===== src/rtl/td4_run_ctrl.sv =====
// rtl/td4_run_ctrl.sv - run/load controller for the 4-bit TD4-style CPU
module td4_run_ctrl #(
    parameter int ADDR_W = 4,
    parameter int DATA_W = 8,
    parameter int CYC_W  = 16
) (
    input  logic              clk,
    input  logic              n_reset,
    input  logic              cmd_valid,
    output logic              cmd_ready,
    input  logic [1:0]        cmd_op,
    input  logic [DATA_W-1:0] cmd_data,
    input  logic [ADDR_W-1:0] cpu_address,
    output logic [DATA_W-1:0] cpu_instr,
    output logic              cpu_n_reset,
    output logic              cpu_clk_en,
    input  logic              bp_en,
    input  logic [ADDR_W-1:0] bp_addr,
    output logic [1:0]        state,
    output logic              hit_bp,
    output logic [CYC_W-1:0]  cyc_count
);

    localparam int DEPTH = 2 ** ADDR_W;

    localparam logic [1:0] OP_LOAD = 2'b00;
    localparam logic [1:0] OP_RUN  = 2'b01;
    localparam logic [1:0] OP_STEP = 2'b10;
    localparam logic [1:0] OP_HALT = 2'b11;

    typedef enum logic [1:0] {
        S_IDLE = 2'b00,
        S_RUN  = 2'b01,
        S_STEP = 2'b10,
        S_HALT = 2'b11
    } state_t;

    state_t              st;
    logic [DATA_W-1:0]   mem [DEPTH];
    logic [ADDR_W-1:0]   wr_ptr;
    logic                bp_skip;
    logic                hit_bp_r;
    logic [CYC_W-1:0]    cyc_r;

    logic                cmd_fire;
    logic                bp_stop;
    logic                cyc_inc;

    assign cmd_ready = (st != S_STEP);
    assign cmd_fire  = cmd_valid && cmd_ready;
    // bp_skip lets the instruction we resumed on execute even if it is the breakpoint
    assign bp_stop   = bp_en && (cpu_address == bp_addr) && !bp_skip;
    assign cpu_instr = mem[cpu_address];
    assign state     = st;
    assign hit_bp    = hit_bp_r;
    assign cyc_count = cyc_r;
    assign cyc_inc   = cpu_n_reset && cpu_clk_en;

    // CPU reset / clock-enable decode from the current state
    always_comb begin
        cpu_n_reset = 1'b1;
        cpu_clk_en  = 1'b0;
        case (st)
            S_IDLE: begin
                cpu_n_reset = 1'b0;
                cpu_clk_en  = 1'b1;
            end
            S_RUN:  cpu_clk_en = !bp_stop;
            S_STEP: cpu_clk_en = 1'b1;
            S_HALT: cpu_clk_en = 1'b0;
            default: begin
                cpu_n_reset = 1'b0;
                cpu_clk_en  = 1'b0;
            end
        endcase
    end

    // Controller state, program memory, breakpoint flags and instruction counter
    always_ff @(posedge clk or negedge n_reset) begin
        if (!n_reset) begin
            st       <= S_IDLE;
            wr_ptr   <= '0;
            bp_skip  <= 1'b0;
            hit_bp_r <= 1'b0;
            cyc_r    <= '0;
            for (int i = 0; i < DEPTH; i++) begin
                mem[i] <= '0;
            end
        end else begin
            // counts every enabled CPU edge, saturating rather than wrapping
            if (cyc_inc && (cyc_r != {CYC_W{1'b1}})) begin
                cyc_r <= cyc_r + CYC_W'(1);
            end

            case (st)
                S_IDLE: begin
                    if (cmd_fire) begin
                        case (cmd_op)
                            OP_LOAD: begin
                                mem[wr_ptr] <= cmd_data;
                                wr_ptr      <= wr_ptr + ADDR_W'(1);
                            end
                            OP_RUN: begin
                                st       <= S_RUN;
                                bp_skip  <= 1'b1;
                                hit_bp_r <= 1'b0;
                            end
                            OP_STEP: begin
                                st       <= S_STEP;
                                hit_bp_r <= 1'b0;
                            end
                            default: wr_ptr <= '0;
                        endcase
                    end
                end
                S_RUN: begin
                    bp_skip <= 1'b0;
                    // a breakpoint wins over a simultaneous HALT so hit_bp is still reported
                    if (bp_stop) begin
                        st       <= S_HALT;
                        hit_bp_r <= 1'b1;
                    end else if (cmd_fire && (cmd_op == OP_HALT)) begin
                        st <= S_HALT;
                    end
                end
                S_STEP: begin
                    st <= S_HALT;
                end
                S_HALT: begin
                    if (cmd_fire) begin
                        case (cmd_op)
                            OP_RUN: begin
                                st       <= S_RUN;
                                bp_skip  <= 1'b1;
                                hit_bp_r <= 1'b0;
                            end
                            OP_STEP: begin
                                st       <= S_STEP;
                                hit_bp_r <= 1'b0;
                            end
                            OP_HALT: begin
                                st       <= S_IDLE;
                                wr_ptr   <= '0;
                                cyc_r    <= '0;
                                hit_bp_r <= 1'b0;
                            end
                            default: ;
                        endcase
                    end
                end
                default: st <= S_IDLE;
            endcase
        end
    end

endmodule


===== config.mk =====
export PLATFORM = sky130hd
export DESIGN_NAME = td4_run_ctrl
export DESIGN_NICKNAME = d
export VERILOG_FILES = /design/src/rtl/td4_run_ctrl.sv
export SDC_FILE = /design/constraint.sdc
export NUM_CORES = 1
export LEC_CHECK = 0
export CORE_ASPECT_RATIO = 2
export CORE_UTILIZATION = 45
export CTS_CLUSTER_SIZE = 10
export DETAILED_ROUTE_END_ITERATION = 7
export MAX_ROUTING_LAYER = met4
export PLACE_DENSITY_LB_ADDON = 0.05
export SYNTH_ARGS = -nofsm -noshare
export SYNTH_HDL_FRONTEND = slang
export SYNTH_SLANG_ARGS = --single-unit
export TNS_END_PERCENT = 50

===== constraint.sdc =====
create_clock -name clk -period 3.67 [get_ports clk]
set_input_delay 1.101 -clock clk [delete_from_list [all_inputs] [get_ports clk]]
set_output_delay 1.101 -clock clk [all_outputs]
set_load 0.1 [all_outputs]

### Yosys cells after proc, flatten, opt, wreduce, memory -nomap -nowiden

Cells that the tools add are included.

* $add $sub $neg: 2
* order comparisons: 3
* eq/ne operators: 21
* muxes and demuxes: 33
* bitwise operators: 2
* reductions and logical operators: 23

Operators by type and width (number)
* bitwise mux 128 bit: 1
* 2-to-1 mux 16 bit: 4
* binary-select mux 8 bit (select 4 bit): 1
* demux 8 bit (select 4 bit): 1
* 2-to-1 mux 8 bit: 3
* adder 16 x 1 -> 16 bit (second input constant): 1
* != test 16 bit (second input constant): 1
* != test 2 bit (second input constant): 8
* one-hot mux 4 bit (2 select lines): 2
* 2-to-1 mux 4 bit: 3
* greater-or-equal comparator 5 bit (second input constant): 2
* inverter 4 -> 5 bit: 2
* AND reduction 5 bit: 2
* == test 2 bit (second input constant): 4
* 2-to-1 mux 1 bit: 8
* 2-to-1 mux 2 bit: 4
* one-hot mux 2 bit (4 select lines): 1
* logical AND 1 bit: 7
* != test 3 bit (second input constant): 2
* one-hot mux 1 bit (3 select lines): 2
* one-hot mux 2 bit (3 select lines): 1
* AND reduction 3 bit: 2
* AND reduction 6 bit: 1
* OR reduction 2 bit: 3
* 13 further kinds: 18

* register bits after elaboration: 152
* bits of input ports: 22
* output and inout port bits: 30
* word-level logic and storage cells: 105

### Logic depth before layout (Yosys ltp)

Gate-level depths: netlist of the first run.

* word-level depth: 11
* mapped depth: 8
* mapped depth without buffers: 7

### Worst setup path after synthesis of the first run

OpenSTA, ideal clock, no wires.

* kind: register -> output
* from: reg st[0] (netlist: state[0])
* to: out cpu_clk_en
* arrival time: 3.166 ns
* data required time: 2.569 ns
* slack: -0.597 ns
* stages on the path, launching flop included: 5
* buffers on the path: 0
* cells stage by stage: dfrtp_1 -> inv_1 -> ha_1 -> inv_1 -> nand3_1

* cells in the longest elaborated chain, start to end: 3
* elaborated cells on any way between the ends: 6
* classes of those cells: eq/ne (3); mux (1); reduce/logical (2)

Ends and longest elaborated chain
* start, declared: line 38 `state_t st;`
* start signal, assigned: line 81 `st <= S_IDLE;`
* start signal, assigned: line 104 `st <= S_RUN;`
* start signal, assigned: line 109 `st <= S_STEP;`
* == test 2 bit or zero test 2 bit (tied branches): line 63 `case (st)`
* OR reduction 2 bit (no source line)
* one-hot mux 1 bit (3 select lines) *: line 63
* end, declared: line 16 `output logic cpu_clk_en,`

Mark *: on every way between the ends. The rest lies on a longest branch, timed or not.

### Worst setup path after layout of the first run

* from: in cpu_address[0]
* to: out cpu_instr[4]

* cells in the longest elaborated chain, start to end: 4

Ends and longest elaborated chain
* start, declared: line 13 `input logic [ADDR_W-1:0] cpu_address,`
* inverter 4 -> 5 bit (implied by the code): line 53 `assign cpu_instr = mem[cpu_address];`
* binary-select mux 8 bit (select 4 bit): line 53
* 2-to-1 mux 8 bit (implied by the code) (2 in a row): line 53
* end, declared: line 14 `output logic [DATA_W-1:0] cpu_instr,`

Every way passes these cells. The select of a mux whose other input is x is not followed.

==> impl_metrics.tcl, run 1 <==
set metrics [dict create \
    run_status "complete, but fails checks" \
    failed_checks "negative setup slack" \
    timing.critical_path.from "cpu_address[0]" \
    setup_viol 7 \
    critical_path_arrival_ns 2.61 \
    combined_global_route_utilization_of_all_metal_layers_pct 24.7 \
    ys_dominant_reg_cell "dfrtp_1" \
    vdd.ir_drop.worst_mv 0.348 \
    dp.final_hpwl_mm 12.9 \
    design.core.area_um2 16300 \
    worst_slew_pin_slew_ns 0.643 \
    area_taken_by_flip_flops_and_latches_um2 3810 \
    fp.dieH_um 184 \
    pin_count_of_the_biggest_net_entering_global_routing 64 \
    grt_pass1_wl_mm 29.5 \
    drt_pass1_iterations 4 \
    cap_viol_max_count 0 \
    slowest_stage "mux4_2" \
    pwr_density_cell_nw_per_um2 606 \
    vias_in_the_first_global_route 5228 \
    fraction_of_synthesized_cell_area_taken_by_the_top_area_cell_type_pct 50.8 \
    drc_errors 0 \
    drt-wirelength-per-cell_um 22.8 \
    vias_per_cell 5.80 \
    worst_path_required_ns 2.57 \
    drv_slew 0 \
    worst_path_largest_cell_delay_ns 0.54 \
    r2r_worst_path_depth 8 \
    htreeDepth 4 \
    multiInputGateArea_um2 3500 \
    routed-via-count 4852 \
    finalNetCount 656 \
    finClkSkew_ns 0.00748 \
    floorplan.die.width_um 93.2 \
    final_util_pct 57.3 \
    floorplan.die_area_um2 17200 \
    cp_cell_sequence "buf_16 -> buf_12 -> mux4_2 -> mux4_2 -> buf_12" \
    rr_startpoint "state[0]" \
    iteration_0_drc_count_of_the_detailed_router 228 \
    mappedNetlistNets 572 \
    postSynthRegisterBits 152 \
    portBuffers 51 \
    min_period_ns 3.71 \
    yosysWarningCount 0 \
    layout.cells.most_common "dfrtp_1" \
    maxSlewHeadroom_pct 57.2 \
    clk_pin_slew_ns 0.07 \
    synthTopCellsByArea "dfrtp_1 51%, mux2_2 18%, mux4_2 12%" \
    total_power_mw 5.64 \
    timing.critical_path.to_type "output port" \
    layout_cell_share_with_drive_strength_beyond_1_pct 44.6 \
    num_rows 66 \
    fmax_ghz 0.270 \
    seq_area_frac_synth_pct 50.8 \
    holdCritPathClass "flop to flop" \
    rsz_0062_raised_after_global_routing "true" \
    clk_root_buffer_cell "clkbuf_16" \
    postSynthAreaPerCell_um2 14.0 \
    clk_path_buf_depth 2 \
    leakagePower_nw 4.45 \
    rrSetupSlack_ns 1.32 \
    post_route_worst_hold_slack_ns 0.493 \
    cpLargestDelayFamily "multiplexers" \
    layout_common_cells "150 x dfrtp_1, 123 x mux2_2, 50 x buf_4" \
    critical_path.n_buffers_inverters 3 \
    post-place-ws_ns -0.357 \
    post_synth_instance_area_um2 7490 \
    startpoint_type "primary input" \
    cts_hold_repair.buffers 0 \
    worstSkewPairLatency_ns 0.42 \
    synthToLayoutAreaGrowth_pct 24.4 \
    synthDistinctLibCells 46 \
    n_antenna_cell 0 \
    finalHoldViolCount 0 \
    filler_cell_count 1347 \
    worst_setup_path_type "primary input to output port" \
    fin_ws_ns -0.0395 \
    tritoncts_buffer_count 17 \
    tritoncts_num_sinks 152 \
    cp.depth 5 \
    grt_antenna_before_repair 0 \
    final_cells 836 \
    dp_cells 794 \
    final.period_utilization_pct 101 \
    wirelength_mm 19.1 \
    crit_path_end "cpu_instr[4]" \
    worstReg2RegEnd "mem[108]" \
    floorplan.initialDensity_pct 46.0 \
    syn_inst_count 535 \
    num_io_pins 52 \
    globalRouteOverflowTotal 0 \
    number_of_flops_mapped_to_enable_cells_by_yosys 0 \
    globalplace.congestion 0.833 \
    crit_fanout 7 \
    async_flop_share_pct 100 \
    netlist.top_cell.by_area "dfrtp_1" \
    tritoncts "built" \
    drtAntennaViolNets 0 \
]
sequential cells by signal (all words and copies together), names as in the netlist:
register / cells
mem: 128
wr_ptr: 4
bp_skip: 1
state: 2
hit_bp: 1
cyc_count: 16
routing by layer:
metal  global-route usage, %  routed length, um  vias to the layer above
met5                       -                  0                        -
met4                    9.35                569                        0
met3                    4.54                659                       41
met2                    44.3              10700                      129
met1                    26.6               7160                     2527
li1                        -                  -                     2155
final cells by class:
cell class | count | share of cell area, %
Clock inverter | 14 | 1.84
Tap cell | 204 | 2.74
Sequential cell | 152 | 40.9
Timing Repair Buffer | 94 | 11.9
Inverter | 13 | 0.524
Clock buffer | 18 | 4.61
Multi-Input combinational cell | 341 | 37.6
report_power, final:
group / internal (mW) / total (mW) / switching, mW
sequential: 1.86 / 2.03 / 0.176
combinational: 0.590 / 1.81 / 1.22
clock: 1.08 / 1.79 / 0.718
metrics by stage:
step           setup TNS (ns)  instance area (um2)
6_report               -0.168                 9320
3_5_place_dp            -2.86                 8500
5_1_grt                -0.421                 9320
2_1_floorplan          -0.117                 7560
3_3_place_gp            -2.78                 8500
4_1_cts                -0.339                 9240
timing repair:
item                       in CTS  in global routing
buffers inserted                0                  6
gates resized for setup        14                  3
setup endpoints to repair       9                  9
gates cloned                    4                  0
pin swaps                       0                  3
worst min-delay path by stage:
| stage | from | endpoint | slack (ns) | cells after the start |
|---|---|---|---|---|
| after CTS | mem[127] | mem[127] | 0.50 | 1 |
| after global placement | mem[127] | mem[127] | 0.48 | 1 |
| after global routing | mem[48] | mem[48] | 0.52 | 1 |
| after floorplan | mem[111] | mem[111] | 0.46 | 1 |
| after detailed placement | mem[127] | mem[127] | 0.48 | 1 |
| final | mem[127] | mem[127] | 0.49 | 1 |
Yosys cell counts, drive strengths merged, types with 6 or more instances:
master  instances
clkbuf         21
and2            6
nand2          31
o21ai           8
mux2          131
dfrtp         152
a21oi          15
ha             15
nor2            8
nor2b           6
mux4           40
inv            13
nand3          16
and3            7
buf             8
a211oi          6
kinds of logic after synthesis:
| logic type | after synthesis | synth area share (%) |
|---|---|---|
| compound gates | 47 | 4.23 |
| flops | 152 | 50.8 |
| buf+inv | 42 | 2.52 |
| fa+ha+maj | 15 | 2.51 |
| simple gates | 99 | 6.97 |
| mux | 176 | 32.4 |
| xor+xnor | 4 | 0.568 |
worst reg2reg max path, cell delays in order, from the launching register on:
cell and delay [ns]:
dfrtp_2 0.47, inv_1 0.13, ha_1 0.21, and2b_1 0.21
and3_1 0.19, and2_1 0.20, nand2_1 0.31, buf_12 0.18
mux2_2 0.33
Power figures use the tool's default switching activity.
==> inputs of run 2 (changes only) <==
--- a/config.mk
+++ b/config.mk
@@ -5,6 +5,7 @@
 export SDC_FILE = /design/constraint.sdc
 export NUM_CORES = 1
 export LEC_CHECK = 0
+export CAP_MARGIN = 0
 export CORE_ASPECT_RATIO = 2
 export CORE_UTILIZATION = 45
 export CTS_CLUSTER_SIZE = 10
==> results of run 2 <==
No change in the layout: final DEF, timing and power equal those of run 1.
==> inputs of run 3 (changes only) <==
--- a/config.mk
+++ b/config.mk
@@ -6,6 +6,8 @@
 export NUM_CORES = 1
 export LEC_CHECK = 0
 export CAP_MARGIN = 0
+export CELL_PAD_IN_SITES_DETAIL_PLACEMENT = 0
+export CELL_PAD_IN_SITES_GLOBAL_PLACEMENT = 1
 export CORE_ASPECT_RATIO = 2
 export CORE_UTILIZATION = 45
 export CTS_CLUSTER_SIZE = 10
==> impl_metrics.tcl, run 3 (synthesis gave the netlist of run 1 again) <==
set metrics [dict create \
    run_status "complete, but fails checks" \
    failed_checks "negative setup slack" \
    floorplan.die.width_um 93.2 \
    drt-wirelength-per-cell_um 23.6 \
    dp_cells 794 \
    final.period_utilization_pct 101 \
    clk_path_buf_depth 2 \
    portBuffers 51 \
    filler_cell_count 1336 \
    rr_startpoint "state[0]" \
    holdCritPathClass "flop to flop" \
    globalplace.congestion 0.793 \
    worst_slew_pin_slew_ns 0.703 \
    vias_in_the_first_global_route 5229 \
    finalHoldViolCount 0 \
    tritoncts_num_sinks 152 \
    combined_global_route_utilization_of_all_metal_layers_pct 25.9 \
    synthToLayoutAreaGrowth_pct 24.2 \
    r2r_worst_path_depth 8 \
    drc_errors 0 \
    drt_pass1_iterations 4 \
    rsz_0062_raised_after_global_routing "true" \
    cap_viol_max_count 0 \
    fin_ws_ns -0.0483 \
    worstReg2RegEnd "mem[116]" \
    largest_register_ffs 128 \
    floorplan.initialDensity_pct 46.0 \
    grt_pass1_wl_mm 30.6 \
    floorplan.die_area_um2 17200 \
    num_io_pins 52 \
    leakagePower_nw 4.42 \
    design.core.area_um2 16300 \
    clk_pin_slew_ns 0.06 \
    finClkSkew_ns 0.00644 \
    routed-via-count 4833 \
    fp.dieH_um 184 \
    startpoint_type "primary input" \
    htreeDepth 4 \
    num_rows 66 \
    rrSetupSlack_ns 1.24 \
    layout.cells.most_common "dfrtp_1" \
    vias_per_cell 5.79 \
    drv_slew 0 \
    clk_root_buffer_cell "clkbuf_16" \
    timing.critical_path.to_type "output port" \
    final_util_pct 57.2 \
    wirelength_mm 19.7 \
    pin_count_of_the_biggest_net_entering_global_routing 71 \
    crit_fanout 7 \
    crit_path_end "cpu_instr[2]" \
    worst_setup_path_type "primary input to output port" \
    critical_path_arrival_ns 2.62 \
    tritoncts_buffer_count 17 \
    dp.final_hpwl_mm 13.5 \
    globalRouteOverflowTotal 0 \
    fmax_ghz 0.269 \
    worstSkewPairLatency_ns 0.43 \
    vdd.ir_drop.worst_mv 0.386 \
    tritoncts "built" \
    layout_cell_share_with_drive_strength_beyond_1_pct 44.8 \
    maxSlewHeadroom_pct 53.1 \
    finalNetCount 654 \
    grt_antenna_before_repair 0 \
    min_period_ns 3.72 \
    setup_viol 8 \
    top_register "mem" \
    layout_common_cells "150 x dfrtp_1, 123 x mux2_2, 50 x buf_4" \
    iteration_0_drc_count_of_the_detailed_router 216 \
    pwr_density_cell_nw_per_um2 617 \
    final_cells 834 \
    worst_path_required_ns 2.57 \
    n_antenna_cell 0 \
    drtAntennaViolNets 0 \
    timing.critical_path.from "cpu_address[0]" \
]
run 3: timing repair:
action	CTS	global route
setup buffers	0	4
hold buffers	0	0
endpoints found under the setup margin	9	9
cloned	4	0
pin swaps	0	1
gates resized for setup	14	2
run 3: worst min-delay path by stage:
| stage | slack (ns) | depth (start not counted) | startpoint | end |
|---|---|---|---|---|
| floorplan | 0.46 | 1 | mem[111] | mem[111] |
| global placement | 0.48 | 1 | mem[127] | mem[127] |
| detailed placement | 0.48 | 1 | mem[127] | mem[127] |
| CTS | 0.49 | 1 | mem[127] | mem[127] |
| global route | 0.51 | 1 | mem[14] | mem[14] |
| finish | 0.49 | 1 | mem[127] | mem[127] |
run 3: per-stage QoR:
stage	hold WS (ns)	cell area [um2]	total power, mW	setup slack [ns]	setup TNS (ns)
after CTS	0.495	9240	5.78	-0.0602	-0.312
after global placement	0.476	8480	3.86	-0.323	-2.59
after global routing	0.506	9300	5.99	-0.0732	-0.474
after floorplan	0.459	7560	3.35	-0.0146	-0.117
final	0.490	9300	5.74	-0.0483	-0.231
after detailed placement	0.480	8480	3.89	-0.362	-2.90
run 3: routing by layer:
layer  GRT usage (%)  wire [um]
met5               -          0
met2            45.6      11100
met4            11.1        552
met3            4.74        479
met1            28.2       7540
run 3: cell type report:
| type | instances | area (um2) | area share, % |
|---|---|---|---|
| well taps | 204 | 255 | 2.75 |
| clock inverters | 15 | 201 | 2.17 |
| inverters | 13 | 48.8 | 0.525 |
| flip-flops and latches | 152 | 3810 | 40.9 |
| multi-input cells | 341 | 3500 | 37.7 |
| repair buffers | 92 | 1060 | 11.4 |
| clock buffers | 17 | 425 | 4.58 |
run 3: where the power goes:
| part | switching, mW | internal, mW |
|---|---|---|
| combinational | 1.25 | 0.589 |
| sequential | 0.181 | 1.86 |
| clock | 0.720 | 1.14 |
| total | 2.15 | 3.59 |
run 3: worst max-delay path: stages:
cell and delay [ns]:
buf_12 0.12, buf_12 0.15, mux4_2 0.50, mux4_2 0.54, buf_12 0.19
